File: config.mk
export PLATFORM = sky130hd
export DESIGN_NAME = gbf_stream_loader_flat
export DESIGN_NICKNAME = d
export VERILOG_FILES = /design/src/rtl/gbf_stream_loader_pkg.sv /design/src/rtl/gbf_stream_loader_if.sv /design/src/rtl/gbf_write_port_reg.sv /design/src/rtl/gbf_stream_loader.sv /design/src/flat_wrapper.sv
export SDC_FILE = /design/constraint.sdc
export NUM_CORES = 1
export LEC_CHECK = 0
export CORE_AREA = 2 2 322 324
export CTS_BUF_LIST = sky130_fd_sc_hd__clkbuf_8 sky130_fd_sc_hd__clkbuf_16
export DETAILED_ROUTE_END_ITERATION = 8
export DIE_AREA = 0 0 324 326
export GPL_TIMING_DRIVEN = 1
export PLACE_DENSITY_LB_ADDON = 0.15
export SYNTH_ARGS = -nofsm -noshare
export SYNTH_HDL_FRONTEND = slang
export SYNTH_SLANG_ARGS = --single-unit
File: constraint.sdc
create_clock -name clk -period 24.1 [get_ports clk]
set_input_delay 3.615 -clock clk [delete_from_list [all_inputs] [get_ports clk]]
set_output_delay 3.615 -clock clk [all_outputs]
set_load 0.01 [all_outputs]
File: src/rtl/gbf_stream_loader_pkg.sv
// Shared definitions for the GBF fill/drain blocks: state encoding, default
// widths and the fill-length clamp.
package gbf_stream_loader_pkg;

    localparam int DEF_DATA_BITWIDTH     = 256;
    localparam int DEF_ADDR_BITWIDTH     = 5;
    localparam int DEF_DEPTH             = 32;
    localparam int DEF_TILE_CNT_BITWIDTH = 16;

    typedef enum logic [2:0] {
        ST_IDLE,
        ST_WAIT_REQ,
        ST_FILL,
        ST_COMMIT,
        ST_DONE
    } load_state_t;

    // Zero-length fills become one word; oversize fills stop at the buffer depth.
    function automatic int unsigned clamp_fill_len(input int unsigned len,
                                                   input int unsigned depth);
        if (len == 0) begin
            return 1;
        end
        if (len > depth) begin
            return depth;
        end
        return len;
    endfunction

endpackage

File: src/rtl/gbf_stream_loader_if.sv
// Valid/ready word stream feeding a GBF loader.
interface gbf_stream_loader_if
    import gbf_stream_loader_pkg::*;
#(
    parameter int DATA_W = DEF_DATA_BITWIDTH
) ();

    logic              in_valid;
    logic [DATA_W-1:0] in_data;
    logic              in_ready;

    modport master (output in_valid, output in_data, input in_ready);
    modport slave  (input in_valid, input in_data, output in_ready);

endinterface

File: src/rtl/gbf_write_port_reg.sv
// Registered write strobe stage: one accepted beat becomes a single-cycle
// en/we/addr/w_data pulse on the selected buffer's a-side port.
module gbf_write_port_reg #(
    parameter int DATA_W = 256,
    parameter int ADDR_W = 5
) (
    input  logic              clk,
    input  logic              reset,
    input  logic              wr_valid,
    input  logic              wr_sel,
    input  logic [ADDR_W-1:0] wr_addr,
    input  logic [DATA_W-1:0] wr_data,
    output logic              en1a,
    output logic              we1a,
    output logic [ADDR_W-1:0] addr1a,
    output logic [DATA_W-1:0] w_data1a,
    output logic              en2a,
    output logic              we2a,
    output logic [ADDR_W-1:0] addr2a,
    output logic [DATA_W-1:0] w_data2a
);

    for (genvar gi = 0; gi < 2; gi++) begin : g_port
        logic              en_reg;
        logic [ADDR_W-1:0] addr_reg;
        logic [DATA_W-1:0] data_reg;
        logic              hit;

        assign hit = wr_valid && (wr_sel == 1'(gi));

        always_ff @(posedge clk or posedge reset) begin
            if (reset) begin
                en_reg   <= 1'b0;
                addr_reg <= '0;
                data_reg <= '0;
            end else begin
                en_reg <= hit;
                if (hit) begin
                    addr_reg <= wr_addr;
                    data_reg <= wr_data;
                end
            end
        end
    end

    assign en1a     = g_port[0].en_reg;
    assign we1a     = g_port[0].en_reg;
    assign addr1a   = g_port[0].addr_reg;
    assign w_data1a = g_port[0].data_reg;
    assign en2a     = g_port[1].en_reg;
    assign we2a     = g_port[1].en_reg;
    assign addr2a   = g_port[1].addr_reg;
    assign w_data2a = g_port[1].data_reg;

endmodule

File: src/rtl/gbf_stream_loader.sv
// Fills one operand's GBF double buffer from a word stream, alternating
// buffer 1 / buffer 2 on the controller's need_data requests.
module gbf_stream_loader
    import gbf_stream_loader_pkg::*;
#(
    parameter int GBF_DATA_BITWIDTH = DEF_DATA_BITWIDTH,
    parameter int GBF_ADDR_BITWIDTH = DEF_ADDR_BITWIDTH,
    parameter int GBF_DEPTH         = DEF_DEPTH,
    parameter int TILE_CNT_BITWIDTH = DEF_TILE_CNT_BITWIDTH
) (
    input  logic                         clk,
    input  logic                         reset,
    input  logic                         start,
    input  logic [GBF_ADDR_BITWIDTH:0]   cfg_fill_len,
    input  logic [TILE_CNT_BITWIDTH-1:0] cfg_num_tiles,
    gbf_stream_loader_if.slave           stream,
    input  logic                         gbf1_need_data,
    input  logic                         gbf2_need_data,
    output logic                         en1a,
    output logic                         we1a,
    output logic [GBF_ADDR_BITWIDTH-1:0] addr1a,
    output logic [GBF_DATA_BITWIDTH-1:0] w_data1a,
    output logic                         en2a,
    output logic                         we2a,
    output logic [GBF_ADDR_BITWIDTH-1:0] addr2a,
    output logic [GBF_DATA_BITWIDTH-1:0] w_data2a,
    output logic                         gbf_buf1_ready,
    output logic                         gbf_buf2_ready,
    output logic                         gbf_data_avail,
    output logic                         finish
);

    localparam int FILL_W = GBF_ADDR_BITWIDTH + 1;

    load_state_t                  state_reg;
    load_state_t                  state_next;
    logic [FILL_W-1:0]            fill_len_reg;
    logic [FILL_W-1:0]            word_cnt_reg;
    logic [TILE_CNT_BITWIDTH-1:0] num_tiles_reg;
    logic [TILE_CNT_BITWIDTH-1:0] tile_cnt_reg;
    logic                         target_reg;     // 0 = buffer 1, 1 = buffer 2
    logic [1:0]                   buf_ready_reg;

    logic start_ok;
    logic target_need;
    logic accept;
    logic last_beat;
    logic last_tile;

    assign start_ok    = start && (state_reg == ST_IDLE || state_reg == ST_DONE);
    assign target_need = target_reg ? gbf2_need_data : gbf1_need_data;
    assign accept      = (state_reg == ST_FILL) && stream.in_valid;
    assign last_beat   = (word_cnt_reg == fill_len_reg - FILL_W'(1));
    assign last_tile   = ((tile_cnt_reg + TILE_CNT_BITWIDTH'(1)) == num_tiles_reg);

    always_ff @(posedge clk or posedge reset) begin
        if (reset) begin
            state_reg <= ST_IDLE;
        end else begin
            state_reg <= state_next;
        end
    end

    always_comb begin
        state_next = state_reg;
        case (state_reg)
            ST_IDLE, ST_DONE: begin
                if (start_ok) begin
                    state_next = (cfg_num_tiles == '0) ? ST_DONE : ST_WAIT_REQ;
                end
            end
            ST_WAIT_REQ: begin
                if (target_need) begin
                    state_next = ST_FILL;
                end
            end
            ST_FILL: begin
                if (accept && last_beat) begin
                    state_next = ST_COMMIT;
                end
            end
            ST_COMMIT: begin
                state_next = last_tile ? ST_DONE : ST_WAIT_REQ;
            end
            default: state_next = ST_IDLE;
        endcase
    end

    // Tiles remain exactly while a fill sequence is in flight.
    always_comb begin
        stream.in_ready = 1'b0;
        gbf_data_avail  = 1'b0;
        finish          = 1'b0;
        case (state_reg)
            ST_WAIT_REQ: gbf_data_avail = 1'b1;
            ST_FILL: begin
                gbf_data_avail  = 1'b1;
                stream.in_ready = 1'b1;
            end
            ST_COMMIT:   gbf_data_avail = 1'b1;
            ST_DONE:     finish = 1'b1;
            default: ;
        endcase
    end

    always_ff @(posedge clk or posedge reset) begin
        if (reset) begin
            fill_len_reg  <= '0;
            word_cnt_reg  <= '0;
            num_tiles_reg <= '0;
            tile_cnt_reg  <= '0;
            target_reg    <= 1'b0;
            buf_ready_reg <= '0;
        end else begin
            if (start_ok) begin
                fill_len_reg  <= FILL_W'(clamp_fill_len(32'(cfg_fill_len), GBF_DEPTH));
                num_tiles_reg <= cfg_num_tiles;
                tile_cnt_reg  <= '0;
                word_cnt_reg  <= '0;
                target_reg    <= 1'b0;
            end
            // A buffer stops being ready as soon as its refill begins.
            if (state_reg == ST_WAIT_REQ && target_need) begin
                buf_ready_reg[target_reg] <= 1'b0;
            end
            if (accept) begin
                word_cnt_reg <= word_cnt_reg + FILL_W'(1);
            end
            if (state_reg == ST_COMMIT) begin
                buf_ready_reg[target_reg] <= 1'b1;
                tile_cnt_reg              <= tile_cnt_reg + TILE_CNT_BITWIDTH'(1);
                word_cnt_reg              <= '0;
                target_reg                <= ~target_reg;
            end
        end
    end

    assign gbf_buf1_ready = buf_ready_reg[0];
    assign gbf_buf2_ready = buf_ready_reg[1];

    gbf_write_port_reg #(
        .DATA_W (GBF_DATA_BITWIDTH),
        .ADDR_W (GBF_ADDR_BITWIDTH)
    ) u_wport (
        .clk      (clk),
        .reset    (reset),
        .wr_valid (accept),
        .wr_sel   (target_reg),
        .wr_addr  (word_cnt_reg[GBF_ADDR_BITWIDTH-1:0]),
        .wr_data  (stream.in_data),
        .en1a     (en1a),
        .we1a     (we1a),
        .addr1a   (addr1a),
        .w_data1a (w_data1a),
        .en2a     (en2a),
        .we2a     (we2a),
        .addr2a   (addr2a),
        .w_data2a (w_data2a)
    );

endmodule

File: src/flat_wrapper.sv
// flat-port wrapper written by rule: the top's interface ports become plain ports
module gbf_stream_loader_flat import gbf_stream_loader_pkg::*;
#(
    parameter int GBF_DATA_BITWIDTH = DEF_DATA_BITWIDTH,
    parameter int GBF_ADDR_BITWIDTH = DEF_ADDR_BITWIDTH,
    parameter int GBF_DEPTH         = DEF_DEPTH,
    parameter int TILE_CNT_BITWIDTH = DEF_TILE_CNT_BITWIDTH
)
  (clk, reset, start, cfg_fill_len, cfg_num_tiles, gbf1_need_data, gbf2_need_data, en1a, we1a, addr1a, w_data1a, en2a, we2a, addr2a, w_data2a, gbf_buf1_ready, gbf_buf2_ready, gbf_data_avail, finish, stream_in_valid, stream_in_data, stream_in_ready);
  gbf_stream_loader_if #(.DATA_W((256))) stream_i ();
  input  logic clk;
  input  logic reset;
  input  logic start;
  input  logic [GBF_ADDR_BITWIDTH:0] cfg_fill_len;
  input  logic [TILE_CNT_BITWIDTH-1:0] cfg_num_tiles;
  input  logic gbf1_need_data;
  input  logic gbf2_need_data;
  output logic en1a;
  output logic we1a;
  output logic [GBF_ADDR_BITWIDTH-1:0] addr1a;
  output logic [GBF_DATA_BITWIDTH-1:0] w_data1a;
  output logic en2a;
  output logic we2a;
  output logic [GBF_ADDR_BITWIDTH-1:0] addr2a;
  output logic [GBF_DATA_BITWIDTH-1:0] w_data2a;
  output logic gbf_buf1_ready;
  output logic gbf_buf2_ready;
  output logic gbf_data_avail;
  output logic finish;
  input wire logic [$bits(stream_i.in_valid)-1:0] stream_in_valid;
  input wire logic [$bits(stream_i.in_data)-1:0] stream_in_data;
  output wire logic [$bits(stream_i.in_ready)-1:0] stream_in_ready;
  assign stream_i.in_valid = stream_in_valid;
  assign stream_i.in_data = stream_in_data;
  assign stream_in_ready = stream_i.in_ready;
  gbf_stream_loader #(.GBF_DATA_BITWIDTH(GBF_DATA_BITWIDTH), .GBF_ADDR_BITWIDTH(GBF_ADDR_BITWIDTH), .GBF_DEPTH(GBF_DEPTH), .TILE_CNT_BITWIDTH(TILE_CNT_BITWIDTH)) u_core (.clk(clk), .reset(reset), .start(start), .cfg_fill_len(cfg_fill_len), .cfg_num_tiles(cfg_num_tiles), .stream(stream_i), .gbf1_need_data(gbf1_need_data), .gbf2_need_data(gbf2_need_data), .en1a(en1a), .we1a(we1a), .addr1a(addr1a), .w_data1a(w_data1a), .en2a(en2a), .we2a(we2a), .addr2a(addr2a), .w_data2a(w_data2a), .gbf_buf1_ready(gbf_buf1_ready), .gbf_buf2_ready(gbf_buf2_ready), .gbf_data_avail(gbf_data_avail), .finish(finish));
endmodule
==> impl_metrics.env, run 1 <==
export IMPL_dp_hpwl_um=57970
export IMPL_antenna_left=0
export IMPL_hold_depth=2
export IMPL_ys_seq_area_share_pct=64.15
export IMPL_async_flop_share_pct=100.0
export IMPL_ctsHoldBuffers=0
export IMPL_portBuffers=814
export IMPL_synth_compound_area_share_pct=1.783
export IMPL_r2r_slack_ps=20120
export IMPL_drc_errors=0
export IMPL_synth_ff_type="dfrtp_1"
export IMPL_cp_end_kind="asynchronous set/reset pin"
export IMPL_cp_required_ps=24700
export IMPL_cp_max_fo=128
export IMPL_cts_sinks=574
export IMPL_synth_simple_area_share_pct=16.41
export IMPL_hold_path_end="u_core.u_wport.w_data2a[251]"
export IMPL_total_power_w=0.004638
export IMPL_clockRootBuffer="clkbuf_16"
export IMPL_wl_per_cell_um=19.37
export IMPL_worst_pin_slew_ps=1315
export IMPL_final_common_cell="nand2_1"
export IMPL_synth_fp_nets=2266
export IMPL_grt_max_degree=149
export IMPL_synth_xor_area_share_pct=1.039
export IMPL_startpoint_type="input pin"
export IMPL_synth_adder_area_share_pct=0.1676
export IMPL_core_area_mm2=0.1026
export IMPL_syn_avg_cell_area_um2=11.31
export IMPL_cts_resized=0
export IMPL_clk_path_buf_depth=3
export IMPL_holdWs_ps=468.5
export IMPL_design_die_area_mm2=0.1056
export IMPL_drv_slew=0
export IMPL_timing_rr_start="u_core.state_reg[0]"
export IMPL_vias=17250
export IMPL_overflow=0
export IMPL_cts_buffers_inserted=72
export IMPL_reg2reg_to="u_core.u_wport.w_data1a[36]"
export IMPL_power_density_mw_per_mm2=135.4
export IMPL_finalSetupViolCount=0
export IMPL_wirelength_um=81670
export IMPL_layout_drive_gt1_share_pct=14.71
export IMPL_synth_cell_types=59
export IMPL_synth_enable_flop_cells=0
export IMPL_antenna_found_initial=11
export IMPL_min_delay_start="u_core.u_wport.w_data2a[251]"
export IMPL_p_leak_nw=15.25
export IMPL_fmax_ghz=0.1218
export IMPL_synth_top_family_by_area="simple AND/OR/NAND/NOR gates"
export IMPL_grtUsageTotal_pct=15.14
export IMPL_ys_seq_elements=574
export IMPL_cts_setup_buffers=0
export IMPL_hold_viol_final=0
export IMPL_rsz0062_at_grt="no"
export IMPL_vias_per_cell=4.092
export IMPL_clk_latency_ps=620
export IMPL_fp_dieW_um=324
export IMPL_relSlewSlack_pct=12.33
export IMPL_ys_warn_count=0
export IMPL_clk_pin_slew_worst_paths_ps=60
export IMPL_pin_count=815
export IMPL_outcome="finished, final reports clean"
export IMPL_initial_core_util_pct=21.82
export IMPL_drv_cap=0
export IMPL_rows=118
export IMPL_finClkSkew_ps=21.66
export IMPL_worstPathArrival_ps=8810
export IMPL_fin_crit_sh_pct=34.06
export IMPL_grt_pass1_vias=18320
export IMPL_syn_area_mm2=0.02239
export IMPL_cts_tree="built"
export IMPL_path_class="input pin to asynchronous set/reset pin"
export IMPL_h_tree_depth=3
export IMPL_synthCells=1979
export IMPL_vdd_drop_max_uv=62.24
export IMPL_fin_tns_setup_ps=0
export IMPL_layout_min_cycle_time_ps=8208
export IMPL_ff2ff_path_depth=8
export IMPL_grt_pass1_wl_um=121200
export IMPL_area_delta_synth_final_pct=53.03
export IMPL_die_h_um=326
export IMPL_drtIter0Drc=698
export IMPL_drt_pass1_iterations=5
export IMPL_hp_class="flop to flop"
export IMPL_fin_nets=3068
export IMPL_synthMuxAreaShare_pct=14.21
export IMPL_layout_common_cells="nand2_1 (823), clkdlybuf4s50_1 (814), dfrtp_1 (574)"
export IMPL_gp_congestion=0.8051
[cells in the mapped netlist (2+ instances only)]
cell type / n / area share [%]
nand4_1: 5 / 0.14
o21ai_0: 31 / 0.69
buf_2: 52 / 1.2
nand2b_1: 6 / 0.17
buf_4: 3 / 0.10
a21oi_1: 14 / 0.31
ha_1: 3 / 0.17
nor2_1: 16 / 0.27
xor2_1: 8 / 0.31
o22ai_1: 4 / 0.11
mux2i_1: 4 / 0.18
nand3b_1: 2 / 0.067
and2_1: 3 / 0.084
xnor2_1: 16 / 0.63
nand2_1: 824 / 14
mux2_2: 279 / 14
or3_1: 2 / 0.056
buf_1: 7 / 0.12
nor3_1: 5 / 0.11
dfrtp_1: 574 / 64
inv_1: 11 / 0.18
a31o_2: 2 / 0.078
nor2b_1: 4 / 0.11
nand3_1: 17 / 0.38
a31oi_1: 3 / 0.084
and3_1: 2 / 0.056
and4_1: 2 / 0.078
nor4_1: 7 / 0.20
o31ai_1: 4 / 0.13
clkbuf_1: 39 / 0.65
nor3b_1: 2 / 0.067
[worst max path at each step]
stage	startpoint	end	slack (ps)	depth (start not counted)
after floorplan	reset	asynchronous set/reset pin	4430	1
after global placement	reset	u_core.u_wport.w_data1a[249]	15080	7
after detailed placement	reset	u_core.u_wport.w_data2a[249]	14970	7
after CTS	reset	u_core.u_wport.w_data1a[47]	15650	7
after global routing	reset	u_core.u_wport.w_data2a[8]	15070	7
final	reset	u_core.u_wport.en1a	15890	7
[logic make-up (layout without fill, tap and decap cells)]
logic type / after synthesis / after routing
xor+xnor: 25 / 25
flops: 574 / 574
mux: 283 / 283
compound gates: 68 / 68
simple gates: 913 / 913
buf+inv: 113 / 968
fa+ha+maj: 3 / 3
other cells: 0 / 2
[power by group]
group / switching [W] / internal [W] / leakage (nW)
Combinational: 0.000831 / 0.00108 / 6.95
Clock: 0.000423 / 0.000621 / 1.21
Sequential: 0.000274 / 0.00141 / 7.09
Total: 0.00153 / 0.00311 / 15.3
[area by class of cell]
class                      count  area (um^2)
tap                         1380         1727
sequential                   574        14360
multi-input combinational   1292         7542
timing repair buffer         829         8285
inverter                      12        60.06
fill                       10450        68350
clock inverter                41        275.3
antenna                        2        5.005
clock buffer                  86         2006
[critical path, cell delays in order]
cell             delay, ps
clkdlybuf4s50_1        500
inv_8                  670
buf_4                  820
buf_4                  820
buf_4                  650
buf_4                  640
buf_4                  830
[metal layers]
metal,vias to the layer above,wire length (um),global-route usage [%]
met5,-,86,0
met4,12,2229,5.052
met3,125,7353,5.794
met2,569,41060,26.00
met1,8496,30940,17.13
li1,8049,-,-
[metrics by stage]
stage	utilization (%)	setup slack [ps]	std cells	cell area (um^2)
floorplan	-	4427	1979	22390
global placement	31.16	15080	4087	31980
detailed placement	31.16	14970	4087	31980
CTS	33.39	15650	4214	34260
global route	33.39	15070	4216	34260
finish	33.39	15890	4216	34260
Power figures use the tool's default switching activity.
==> inputs of run 2 (changes only) <==
--- a/config.mk
+++ b/config.mk
@@ -5,10 +5,10 @@
 export SDC_FILE = /design/constraint.sdc
 export NUM_CORES = 1
 export LEC_CHECK = 0
-export CORE_AREA = 2 2 322 324
+export CORE_AREA = 2 2 318 320
 export CTS_BUF_LIST = sky130_fd_sc_hd__clkbuf_8 sky130_fd_sc_hd__clkbuf_16
 export DETAILED_ROUTE_END_ITERATION = 8
-export DIE_AREA = 0 0 324 326
+export DIE_AREA = 0 0 320 322
 export GPL_TIMING_DRIVEN = 1
 export PLACE_DENSITY_LB_ADDON = 0.15
 export SYNTH_ARGS = -nofsm -noshare
==> constraint.sdc (replaced) <==
create_clock -name clk -period 6.8 [get_ports clk]
set_input_delay 1.02 -clock clk [delete_from_list [all_inputs] [get_ports clk]]
set_output_delay 1.02 -clock clk [all_outputs]
set_load 0.01 [all_outputs]
==> run 2 against run 1 <==
  * Cell area is 0.43% higher
  * Critical path type is now input pin to flop
  * Largest cell class unchanged
  * Critical endpoint is now u_core.u_wport.w_data2a[111]
  * Final cell count is 1.7% lower
  * Setup slack worse by 12000 ps
  * Combinational power grew to 3.6 times the previous value
==> impl_metrics.env, run 2 (same netlist as run 1, synthesis figures left out) <==
export IMPL_cp_max_fo=123
export IMPL_combPwrFrac_pct=41.1
export IMPL_clockPowerShare_pct=23.3
export IMPL_die_h_um=322
export IMPL_seqCellArea_mm2=0.01436
export IMPL_vias_per_cell=4.167
export IMPL_layout_common_cells="nand2_1 (823), clkdlybuf4s50_1 (814), dfrtp_1 (574)"
export IMPL_dp_hpwl_um=58690
export IMPL_fin_area_mm2=0.03441
export IMPL_finClkSkew_ps=20.24
export IMPL_rsz0062_at_grt="no"
export IMPL_final_common_cell="nand2_1"
export IMPL_fin_nets=3075
export IMPL_fin_crit_sh_pct=46.11
export IMPL_antenna_found_initial=7
export IMPL_portBuffers=814
export IMPL_power_density_mw_per_mm2=483.1
export IMPL_postLayoutCoreUtil_pct=34.56
export IMPL_slowest_stage="inv_8"
export IMPL_drc_errors=0
export IMPL_core_area_mm2=0.09957
export IMPL_p_leak_nw=15.36
export IMPL_drv_slew=0
export IMPL_clk_latency_ps=630
export IMPL_h_tree_depth=3
export IMPL_design_die_area_mm2=0.1030
export IMPL_layout_min_cycle_time_ps=3136
export IMPL_crit_chain="clkdlybuf4s50_1 > nor4bb_1 > buf_4 > nand2_4 > inv_8 > buf_4 > nand2_1 > nand2_1"
export IMPL_switchingPower_w=0.005433
export IMPL_worstPathArrival_ps=3690
export IMPL_rows=116
export IMPL_cp_required_ps=7350
export IMPL_startpoint_type="input pin"
export IMPL_fp_dieW_um=320
export IMPL_worst_pin_slew_ps=1148
export IMPL_grt_pass1_wl_um=121800
export IMPL_clk_pin_slew_worst_paths_ps=50
export IMPL_antenna_left=0
export IMPL_vdd_drop_max_uv=215.2
export IMPL_initial_core_util_pct=22.49
export IMPL_area_delta_synth_final_pct=53.69
export IMPL_drtIter0Drc=683
export IMPL_relSlewSlack_pct=23.48
export IMPL_grt_pass1_vias=18610
export IMPL_hold_viol_final=0
export IMPL_place_area_mm2=0.03199
export IMPL_cp_end_kind="flop"
export IMPL_multi_input_area_mm2=0.007542
export IMPL_fmax_ghz=0.3189
export IMPL_path_class="input pin to flop"
export IMPL_pin_count=815
export IMPL_cts_buffers_inserted=73
export IMPL_internal_power_w=0.01119
export IMPL_layout_drive_gt1_share_pct=14.99
export IMPL_swShare_pct=32.68
export IMPL_gp_congestion=0.8054
export IMPL_finalSetupViolCount=0
export IMPL_dpl_worst_slack_ps=2794
export IMPL_ctsHoldBuffers=0
export IMPL_grt_max_degree=151
export IMPL_total_power_w=0.01662
export IMPL_hp_class="flop to flop"
export IMPL_outcome="finished, final reports clean"
export IMPL_wl_per_cell_um=19.79
export IMPL_cts_sinks=574
export IMPL_drt_pass1_iterations=5
export IMPL_pwr_share_seq_pct=35.6
export IMPL_clk_path_buf_depth=3
export IMPL_clockRootBuffer="clkbuf_16"
export IMPL_wirelength_um=82020
export IMPL_fillers=9986
export IMPL_vias=17270
export IMPL_drv_cap=0
export IMPL_slowest_delay_ps=600
export IMPL_fin_tns_setup_ps=0
export IMPL_cts_resized=0
export IMPL_cts_tree="built"
export IMPL_grtUsageTotal_pct=15.58
export IMPL_overflow=0
export IMPL_timing_final_ws_setup_ps=3664
export IMPL_cts_setup_buffers=0
-- run 2: cell count changes in the layout (fill, tap and decap cells not counted), moves of 2 or more --
cell / change
clkbuf_8: -4
bufinv_16: +3
buf_12: +6
inv_6: -2
clkbuf_16: +4
diode_2: +2
-- run 2: power by group through the flow --
stage,registers (W),clock network (W),logic (W)
after floorplan,0.00652,0,0.00212
after global placement,0.00593,0,0.00690
after detailed placement,0.00598,0,0.00693
after CTS,0.00595,0.00403,0.00695
after global routing,0.00614,0.00417,0.00732
final,0.00592,0.00387,0.00683
-- run 2: layer usage --
layer | part of all wire, % | track usage [%] | wire [um]
met5 | 0.016 | 0 | 13
met4 | 2.4 | 4.664 | 1984
met3 | 8.9 | 6.407 | 7331
met2 | 51 | 27.12 | 41600
met1 | 38 | 17.35 | 31090
-- run 2: worst paths after layout --
check | start | end | slack, ps | cells after the start
max in group asynchronous | reset | u_core.u_wport.w_data1a[77] | 4440 | 3
worst min register to register | u_core.u_wport.w_data2a[234] | u_core.u_wport.w_data2a[234] | 470 | 2
min in group asynchronous | reset | u_core.u_wport.w_data1a[127] | 960 | 2
worst min-delay path | u_core.u_wport.w_data2a[234] | u_core.u_wport.w_data2a[234] | 470 | 2
worst max register to register | u_core.state_reg[0] | u_core.u_wport.w_data1a[58] | 4080 | 6
worst max-delay path | stream_in_valid | u_core.u_wport.w_data2a[111] | 3660 | 8
-- run 2: through the flow --
stage,std cells,hold WS (ps)
2_1_floorplan,1979,465.3
3_3_place_gp,4011,457.3
3_5_place_dp,4011,460.7
4_1_cts,4140,475.4
5_1_grt,4143,489.2
6_report,4144,468.8
-- run 2: critical path: cells and delay by family --
family	cells	cell delay, ps
buf+inv	4	1790
simple gates	4	820
-- run 2: cell type report --
cell class,instances,share of cell area [%]
clock inverters,43,1.040
clock buffers,86,5.960
well taps,1298,4.720
repair buffers,835,24.43
inverters,12,0.1636
multi-input cells,1292,21.92
diodes,4,0.02909
flip-flops and latches,574,41.74
==> inputs of run 3 (changes only) <==
==> constraint.sdc (replaced) <==
create_clock -name clk -period 2.7 [get_ports clk]
set_input_delay 0.405 -clock clk [delete_from_list [all_inputs] [get_ports clk]]
set_output_delay 0.405 -clock clk [all_outputs]
set_load 0.01 [all_outputs]
==> run 3 against run 2 <==
  * Sequential share of layout area fell by 0.65 points
  * Via count up 1.7%
  * Clock power grew to 2.5 times the previous value
  * Sequential power rose to 2.5 times the previous value
  * Wire length up 1.1%
==> impl_metrics.env, run 3 (same netlist as run 1, synthesis figures left out) <==
export IMPL_core_area_mm2=0.09957
export IMPL_timing_rr_start="u_core.tile_cnt_reg[0]"
export IMPL_worstPathArrival_ps=2920
export IMPL_internal_power_w=0.02837
export IMPL_h_tree_depth=3
export IMPL_rsz0062_at_grt="no"
export IMPL_fmax_ghz=0.4134
export IMPL_drv_cap=0
export IMPL_outcome="finished, final reports clean"
export IMPL_startpoint_type="flop"
export IMPL_fillers=9835
export IMPL_cp_max_fo=8
export IMPL_multi_input_area_mm2=0.007542
export IMPL_die_h_um=322
export IMPL_ctsHoldBuffers=0
export IMPL_worst_pin_slew_ps=1019
export IMPL_swShare_pct=32.71
export IMPL_combPwrFrac_pct=41.5
export IMPL_fp_dieW_um=320
export IMPL_cts_resized=0
export IMPL_finClkSkew_ps=13.67
export IMPL_grt_pass1_wl_um=123400
export IMPL_clockPowerShare_pct=23.1
export IMPL_antenna_left=0
export IMPL_grt_max_degree=132
export IMPL_slowest_delay_ps=540
export IMPL_wirelength_um=82890
export IMPL_seqCellArea_mm2=0.01436
export IMPL_drt_pass1_iterations=6
export IMPL_pwr_share_seq_pct=35.4
export IMPL_clk_path_buf_depth=3
export IMPL_vdd_drop_max_uv=576.4
export IMPL_holdWs_ps=247.5
export IMPL_layout_min_cycle_time_ps=2419
export IMPL_path_buf_inv=0
export IMPL_cp_startpoint="u_core.tile_cnt_reg[0]"
export IMPL_rows=116
export IMPL_pin_count=815
export IMPL_drv_slew=0
export IMPL_relSlewSlack_pct=32.05
export IMPL_layout_common_cells="nand2_1 (823), clkdlybuf4s50_1 (814), dfrtp_1 (574)"
export IMPL_p_leak_nw=15.62
export IMPL_final_common_cell="nand2_1"
export IMPL_hold_viol_final=0
export IMPL_grt_pass1_vias=18850
export IMPL_cpLargestDelayFamily="simple AND/OR/NAND/NOR gates"
export IMPL_hp_class="input pin to asynchronous set/reset pin"
export IMPL_area_delta_synth_final_pct=56.11
export IMPL_clk_latency_ps=630
export IMPL_cts_buffers_inserted=72
export IMPL_cts_sinks=574
export IMPL_clk_pin_slew_worst_paths_ps=60
export IMPL_cts_setup_buffers=0
export IMPL_vias=17560
export IMPL_cts_tree="built"
export IMPL_drtIter0Drc=836
export IMPL_fin_crit_sh_pct=89.60
export IMPL_initial_core_util_pct=22.49
export IMPL_drc_errors=0
export IMPL_switchingPower_w=0.01379
export IMPL_gp_congestion=0.8167
export IMPL_finalSetupViolCount=0
export IMPL_dp_hpwl_um=60580
export IMPL_antenna_found_initial=8
export IMPL_grtUsageTotal_pct=15.74
export IMPL_postLayoutCoreUtil_pct=35.11
export IMPL_wl_per_cell_um=19.82
export IMPL_design_die_area_mm2=0.1030
export IMPL_cp_required_ps=3200
export IMPL_vias_per_cell=4.200
export IMPL_layout_drive_gt1_share_pct=15.98
export IMPL_path_class="flop to flop"
export IMPL_clockRootBuffer="clkbuf_16"
export IMPL_crit_chain="ha_1 > nand3_4 > or4_4 > and3_4 > nor3_2 > nand4_1 > o22a_1"
export IMPL_overflow=0
export IMPL_fin_nets=3110
export IMPL_cp_end_kind="flop"
export IMPL_power_density_mw_per_mm2=1206
export IMPL_slowest_stage="or4_4"
export IMPL_portBuffers=814
[run 3: cell count changes in the layout (fill, tap and decap cells not counted), sizes merged]
cell	previous run	this run
bufinv	6	7
clkbuf	86	85
buf	21	57
inv	33	38
clkinv	14	10
diode	4	5
[run 3: worst min-delay path: stages]
cell and delay [ps]:
clkdlybuf4s50_1 440, clkinvlp_4 150, buf_12 220
[run 3: through the flow]
step / setup WS, ps / power (W) / instances / setup TNS, ps / cell area [um^2]
floorplan: -5525 / 0.02175 / 1979 / -3171090 / 22390
global placement: 107.8 / 0.03260 / 4047 / 0 / 32540
detailed placement: 252.2 / 0.03281 / 4047 / 0 / 32540
CTS: 230.5 / 0.04293 / 4177 / 0 / 34940
global route: 148.5 / 0.04474 / 4181 / 0 / 34950
finish: 280.8 / 0.04216 / 4182 / 0 / 34950
[run 3: layout make-up]
| class | instances | area share (%) |
|---|---|---|
| well taps | 1298 | 4.646 |
| repair buffers | 871 | 25.61 |
| clock inverters | 45 | 1.210 |
| flip-flops and latches | 574 | 41.09 |
| clock buffers | 85 | 5.667 |
| multi-input cells | 1292 | 21.58 |
| diodes | 5 | 0.03580 |
| inverters | 12 | 0.1611 |
[run 3: final timing paths]
kind                       slack [ps]  cells past startpoint                            to
min in group clk                  330                      3   u_core.u_wport.w_data2a[39]
max in group asynchronous        1610                      4  u_core.u_wport.w_data1a[120]
min                               250                      3        u_core.word_cnt_reg[2]
max reg2reg                       280                      7           u_core.state_reg[0]
max                               280                      7           u_core.state_reg[0]
min reg2reg                       470                      2  u_core.u_wport.w_data2a[127]
[run 3: power groups by stage]
stage          Combinational [W]  Clock (W)  Sequential, W
4_1_cts                   0.0178     0.0101         0.0150
3_3_place_gp              0.0177          0         0.0149
3_5_place_dp              0.0178          0         0.0150
6_report                  0.0175    0.00974         0.0149
5_1_grt                   0.0188     0.0105         0.0155
2_1_floorplan            0.00533          0         0.0164
[run 3: layer usage]
metal	vias up	global-route usage [%]	wire length (um)
met5	-	0	42
met4	6	5.321	2083
met3	104	5.760	6935
met2	574	27.62	42060
met1	8737	17.56	31770
li1	8142	-	-
==> RTL edit 1 (flow settings as in run 1) <==
Register the inputs `cfg_fill_len` and `cfg_num_tiles` before use. The logic sees them one clock later. The other inputs are not delayed to match.
--- a/src/rtl/gbf_stream_loader.sv
+++ b/src/rtl/gbf_stream_loader.sv
@@ -31,6 +31,14 @@
 );
 
     localparam int FILL_W = GBF_ADDR_BITWIDTH + 1;
+
+    logic [GBF_ADDR_BITWIDTH:0] cfg_fill_len_q;
+    logic [TILE_CNT_BITWIDTH-1:0] cfg_num_tiles_q;
+
+    always_ff @(posedge clk) begin
+        cfg_fill_len_q  <= cfg_fill_len;
+        cfg_num_tiles_q <= cfg_num_tiles;
+    end
 
     load_state_t                  state_reg;
     load_state_t                  state_next;
@@ -66,7 +74,7 @@
         case (state_reg)
             ST_IDLE, ST_DONE: begin
                 if (start_ok) begin
-                    state_next = (cfg_num_tiles == '0) ? ST_DONE : ST_WAIT_REQ;
+                    state_next = (cfg_num_tiles_q == '0) ? ST_DONE : ST_WAIT_REQ;
                 end
             end
             ST_WAIT_REQ: begin
@@ -113,8 +121,8 @@
             buf_ready_reg <= '0;
         end else begin
             if (start_ok) begin
-                fill_len_reg  <= FILL_W'(clamp_fill_len(32'(cfg_fill_len), GBF_DEPTH));
-                num_tiles_reg <= cfg_num_tiles;
+                fill_len_reg  <= FILL_W'(clamp_fill_len(32'(cfg_fill_len_q), GBF_DEPTH));
+                num_tiles_reg <= cfg_num_tiles_q;
                 tile_cnt_reg  <= '0;
                 word_cnt_reg  <= '0;
                 target_reg    <= 1'b0;
Formal check against the unedited RTL: not equivalent (a bounded check fails within 4 cycles, from zero or initial values and one cycle with reset high).
==> RTL edit 1 against run 1 <==
Synthesized cell count is 0.15% lower; utilization increased by 0.47 points; design area increased by 1.4%; sequential cell count up 22; total power increased by 1.2%; critical path depth unchanged; setup slack better by 1000 ps; area after synthesis rose by 1.4%; routed wire length is 0.32% lower; first-iteration DRC count is 30% higher; critical path type is now input port to flip-flop.
==> RTL edit 1: results (changes against run 1) <==
| Metric | Value |
|---|---|
| Worst Max-Slew Pin Slew | `1120 ps (was 1320 ps)` |
| Combinational Power Share | `40.1% (was 41.2%)` |
| Worst setup EP type | `flip-flop (was asynchronous set/reset pin)` |
| TritonRoute pass-1 iters | `4 (was 5)` |
| Power dissipated in the clock network | `0.00111 W (was 0.00104 W)` |
| Total cell area at the placement stage | `32,300 µm² (was 32,000 µm²)` |
| Average wire per cell in the routed design | `19.3 µm (was 19.4 µm)` |
| Terminating pin of the worst hold path | `u_core.fill_len_reg[2] (was u_core.u_wport.w_data2a[251])` |
| Number of distinct library cells after synthesis | `55 (was 59)` |
| Clock Skews | `24.0 ps (was 21.7 ps)` |
| Maximum VDD drop | `0.0612 mV (was 0.0622 mV)` |
| Post-synthesis cell count | `1,976 (was 1,979)` |
| Largest stage delay, worst path | `900 ps (was 830 ps)` |
| Largest cells by area after synthesis | `sky130_fd_sc_hd__dfrtp_1 63%, sky130_fd_sc_hd__nand2_1 13%, sky130_fd_sc_hd__mux2_1 7.4%, sky130_fd_sc_hd__mux2_2 6.4%, sky130_fd_sc_hd__dfxtp_1 1.9% (was sky130_fd_sc_hd__dfrtp_1 64%, sky130_fd_sc_hd__mux2_2 14%, sky130_fd_sc_hd__nand2_1 14%, sky130_fd_sc_hd__buf_2 1.2%, sky130_fd_sc_hd__o21ai_0 0.69%)` |
| Gr usage total | `15.1% (about the same)` |
| Final weighted congestion in routability-driven placement | `0.778 (was 0.805)` |
| Reg2reg end | `u_core.u_wport.w_data2a[43] (was u_core.u_wport.w_data1a[36])` |
| HPWL after detailed placement | `58.0 mm (about the same)` |
| Source of the critical timing path | `stream_in_valid (was reset)` |
| Worst reg-to-reg setup slack | `19,760 ps (was 20,120 ps)` |
| Arrival time of the worst setup path | `7740 ps (was 8810 ps)` |
| Setup slack after placement | `16,160 ps (was 14,970 ps)` |
| Ranking of synthesized cells by instance count | `812 x sky130_fd_sc_hd__nand2_1, 574 x sky130_fd_sc_hd__dfrtp_1, 149 x sky130_fd_sc_hd__mux2_1, 130 x sky130_fd_sc_hd__mux2_2, 45 x sky130_fd_sc_hd__clkbuf_1 (was 824 x sky130_fd_sc_hd__nand2_1, 574 x sky130_fd_sc_hd__dfrtp_1, 279 x sky130_fd_sc_hd__mux2_2, 52 x sky130_fd_sc_hd__buf_2, 39 x sky130_fd_sc_hd__clkbuf_1)` |
| Hold path start | `u_core.cfg_fill_len_q[2] (was u_core.u_wport.w_data2a[251])` |
| Syn Nets | `2,263 (was 2,266)` |
| Share of layout cells above drive strength 1 | `9.59% (was 14.7%)` |
| Status | `finished, final reports clean (unchanged)` |
| Reg2reg path depth | `7 (was 8)` |
| Antenna violations before repair | `13 (was 11)` |
==> RTL edit 1: area by class of cell <==
type | instances | area [µm²]
Antenna cell | 9 | 22.5
Clock buffer | 94 | 2160
Clock inverter | 37 | 292
Fill cell | 10400 | 67900
Inverter | 6 | 37.5
Multi-Input combinational cell | 1274 | 7420
Sequential cell | 596 | 14800
Tap cell | 1380 | 1730
Timing Repair Buffer | 830 | 8280
==> RTL edit 1: kinds of logic after synthesis <==
family,after synthesis,synth area share (%)
buffers and inverters,106,2.17
adders and majority gates,3,0.165
AOI/OAI and AO/OA,61,1.66
and+or+nand+nor,900,15.7
muxes,281,13.9
xor gates and xnor gates,29,1.18
DFF,596,65.2
==> RTL edit 1: per-layer routing <==
| layer | up-vias | GRT usage [%] | part of all wire [%] |
|---|---|---|---|
| li1 | 8033 | - | - |
| met1 | 8526 | 16.4 | 37 |
| met2 | 592 | 26.6 | 51 |
| met3 | 138 | 5.40 | 8.1 |
| met4 | 10 | 5.70 | 3.5 |
| met5 | - | 0 | 0.075 |
==> RTL edit 2 (settings of run 1) <==
Made on the original files. `DEF_TILE_CNT_BITWIDTH`: 16 -> 32.
--- a/src/rtl/gbf_stream_loader_pkg.sv
+++ b/src/rtl/gbf_stream_loader_pkg.sv
@@ -5,7 +5,7 @@
     localparam int DEF_DATA_BITWIDTH     = 256;
     localparam int DEF_ADDR_BITWIDTH     = 5;
     localparam int DEF_DEPTH             = 32;
-    localparam int DEF_TILE_CNT_BITWIDTH = 16;
+    localparam int DEF_TILE_CNT_BITWIDTH = 32;
 
     typedef enum logic [2:0] {
         ST_IDLE,
Ports: changed (resized cfg_num_tiles); port bits go from 815 to 831. No check against the original RTL was run, so the function may have changed too.
==> RTL edit 2 against run 1 <==
Non-clock buffer count rose by 16; total power up 5.2%; area after synthesis up 9.2%; clock power grew 5%; cell count is 5.6% higher; design area is 6.7% higher; clock skew about the same; sequential cell count rose by 32; count of clock-buffer cells in the layout is 4 higher; routed wire length rose by 16%; setup slack better by 1400 ps.
==> RTL edit 2: results (changes against run 1) <==
| Metric | Value |
|---|---|
| Status | `finished, final reports clean (unchanged)` |
| Cell with the biggest individual delay on the critical path | `sky130_fd_sc_hd__inv_8 (was sky130_fd_sc_hd__buf_4)` |
| Fillers | `10,200 (was 10,400)` |
| Global-route wire length before repair | `139 mm (was 121 mm)` |
| Net switching power | `0.00165 W (was 0.00153 W)` |
| Ranking of synthesized cells by instance count | `839 x sky130_fd_sc_hd__nand2_1, 606 x sky130_fd_sc_hd__dfrtp_1, 295 x sky130_fd_sc_hd__mux2_2, 86 x sky130_fd_sc_hd__clkbuf_1, 49 x sky130_fd_sc_hd__o21ai_0 (was 824 x sky130_fd_sc_hd__nand2_1, 574 x sky130_fd_sc_hd__dfrtp_1, 279 x sky130_fd_sc_hd__mux2_2, 52 x sky130_fd_sc_hd__buf_2, 39 x sky130_fd_sc_hd__clkbuf_1)` |
| Setup slack after placement | `16,630 ps (was 14,970 ps)` |
| Reg2reg path depth | `7 (was 8)` |
| Fraction of the mapped netlist area in compound gates | `3.16% (was 1.78%)` |
| Worst reg-to-reg setup slack | `19,790 ps (was 20,120 ps)` |
| Terminating pin of the worst hold path | `u_core.u_wport.w_data2a[185] (was u_core.u_wport.w_data2a[251])` |
| Max FO, Critical Path | `150 (was 128)` |
| Max frequency | `0.147 GHz (was 0.122 GHz)` |
| Share of layout cells above drive strength 1 | `14.4% (was 14.7%)` |
| Clock Skews | `21.7 ps (about the same)` |
| Antenna violations before repair | `18 (was 11)` |
| Initial detailed-routing violation count | `1,096 (was 698)` |
| Source of the critical timing path | `stream_in_valid (was reset)` |
| Sequential cell area fraction in the yosys report | `62.0% (was 64.2%)` |
| Final weighted congestion in routability-driven placement | `0.852 (was 0.805)` |
| Total wire length | `94.4 mm (was 81.7 mm)` |
| HPWL after detailed placement | `67.9 mm (was 58.0 mm)` |
| Synthesized-area fraction occupied by adder cells | `0.154% (was 0.168%)` |
| Worst hold margin | `470 ps (was 469 ps)` |
| Via count of the first global-routing pass | `20,600 (was 18,300)` |
| Power consumed by combinational cells | `0.00201 W (was 0.00191 W)` |
| Multiplexer share of the synthesized area | `13.6% (was 14.2%)` |
| Gr usage total | `17.6% (was 15.1%)` |
| Placed Cells | `4,309 (was 4,087)` |
| Via-to-Cell Ratio | `4.36 (was 4.09)` |
| Storage element area | `15,200 µm² (was 14,400 µm²)` |
RTL edit 2: metal layers:
metal | track usage (%) | vias to the layer above | share of wire [%]
met5 | 0 | - | 0.052
met4 | 7.84 | 8 | 4.0
met3 | 6.13 | 168 | 8.0
met2 | 29.8 | 645 | 50
met1 | 20.0 | 9666 | 38
li1 | - | 8927 | -
RTL edit 2: logic make-up (layout without fill, tap and decap cells):
group / after synthesis / count (layout)
AOI/OAI and AO/OA: 121 / 121
and+or+nand+nor: 998 / 998
buffers and inverters: 129 / 980
adders and majority gates: 3 / 3
muxes: 296 / 296
other: 0 / 14
DFF: 606 / 606
xor gates and xnor gates: 54 / 54
RTL edit 2: critical path: cells and delay by family:
family,cells,cell delay [ps]
buf+inv,3,1860
simple gates,4,1530
RTL edit 2: cell type report:
class,count,area share (%)
Sequential cell,606,41.5
Multi-Input combinational cell,1472,24.0
Timing Repair Buffer,845,23.1
Clock buffer,90,5.79
Tap cell,1380,4.72
Clock inverter,39,0.620
Inverter,6,0.103
Antenna cell,14,0.0959
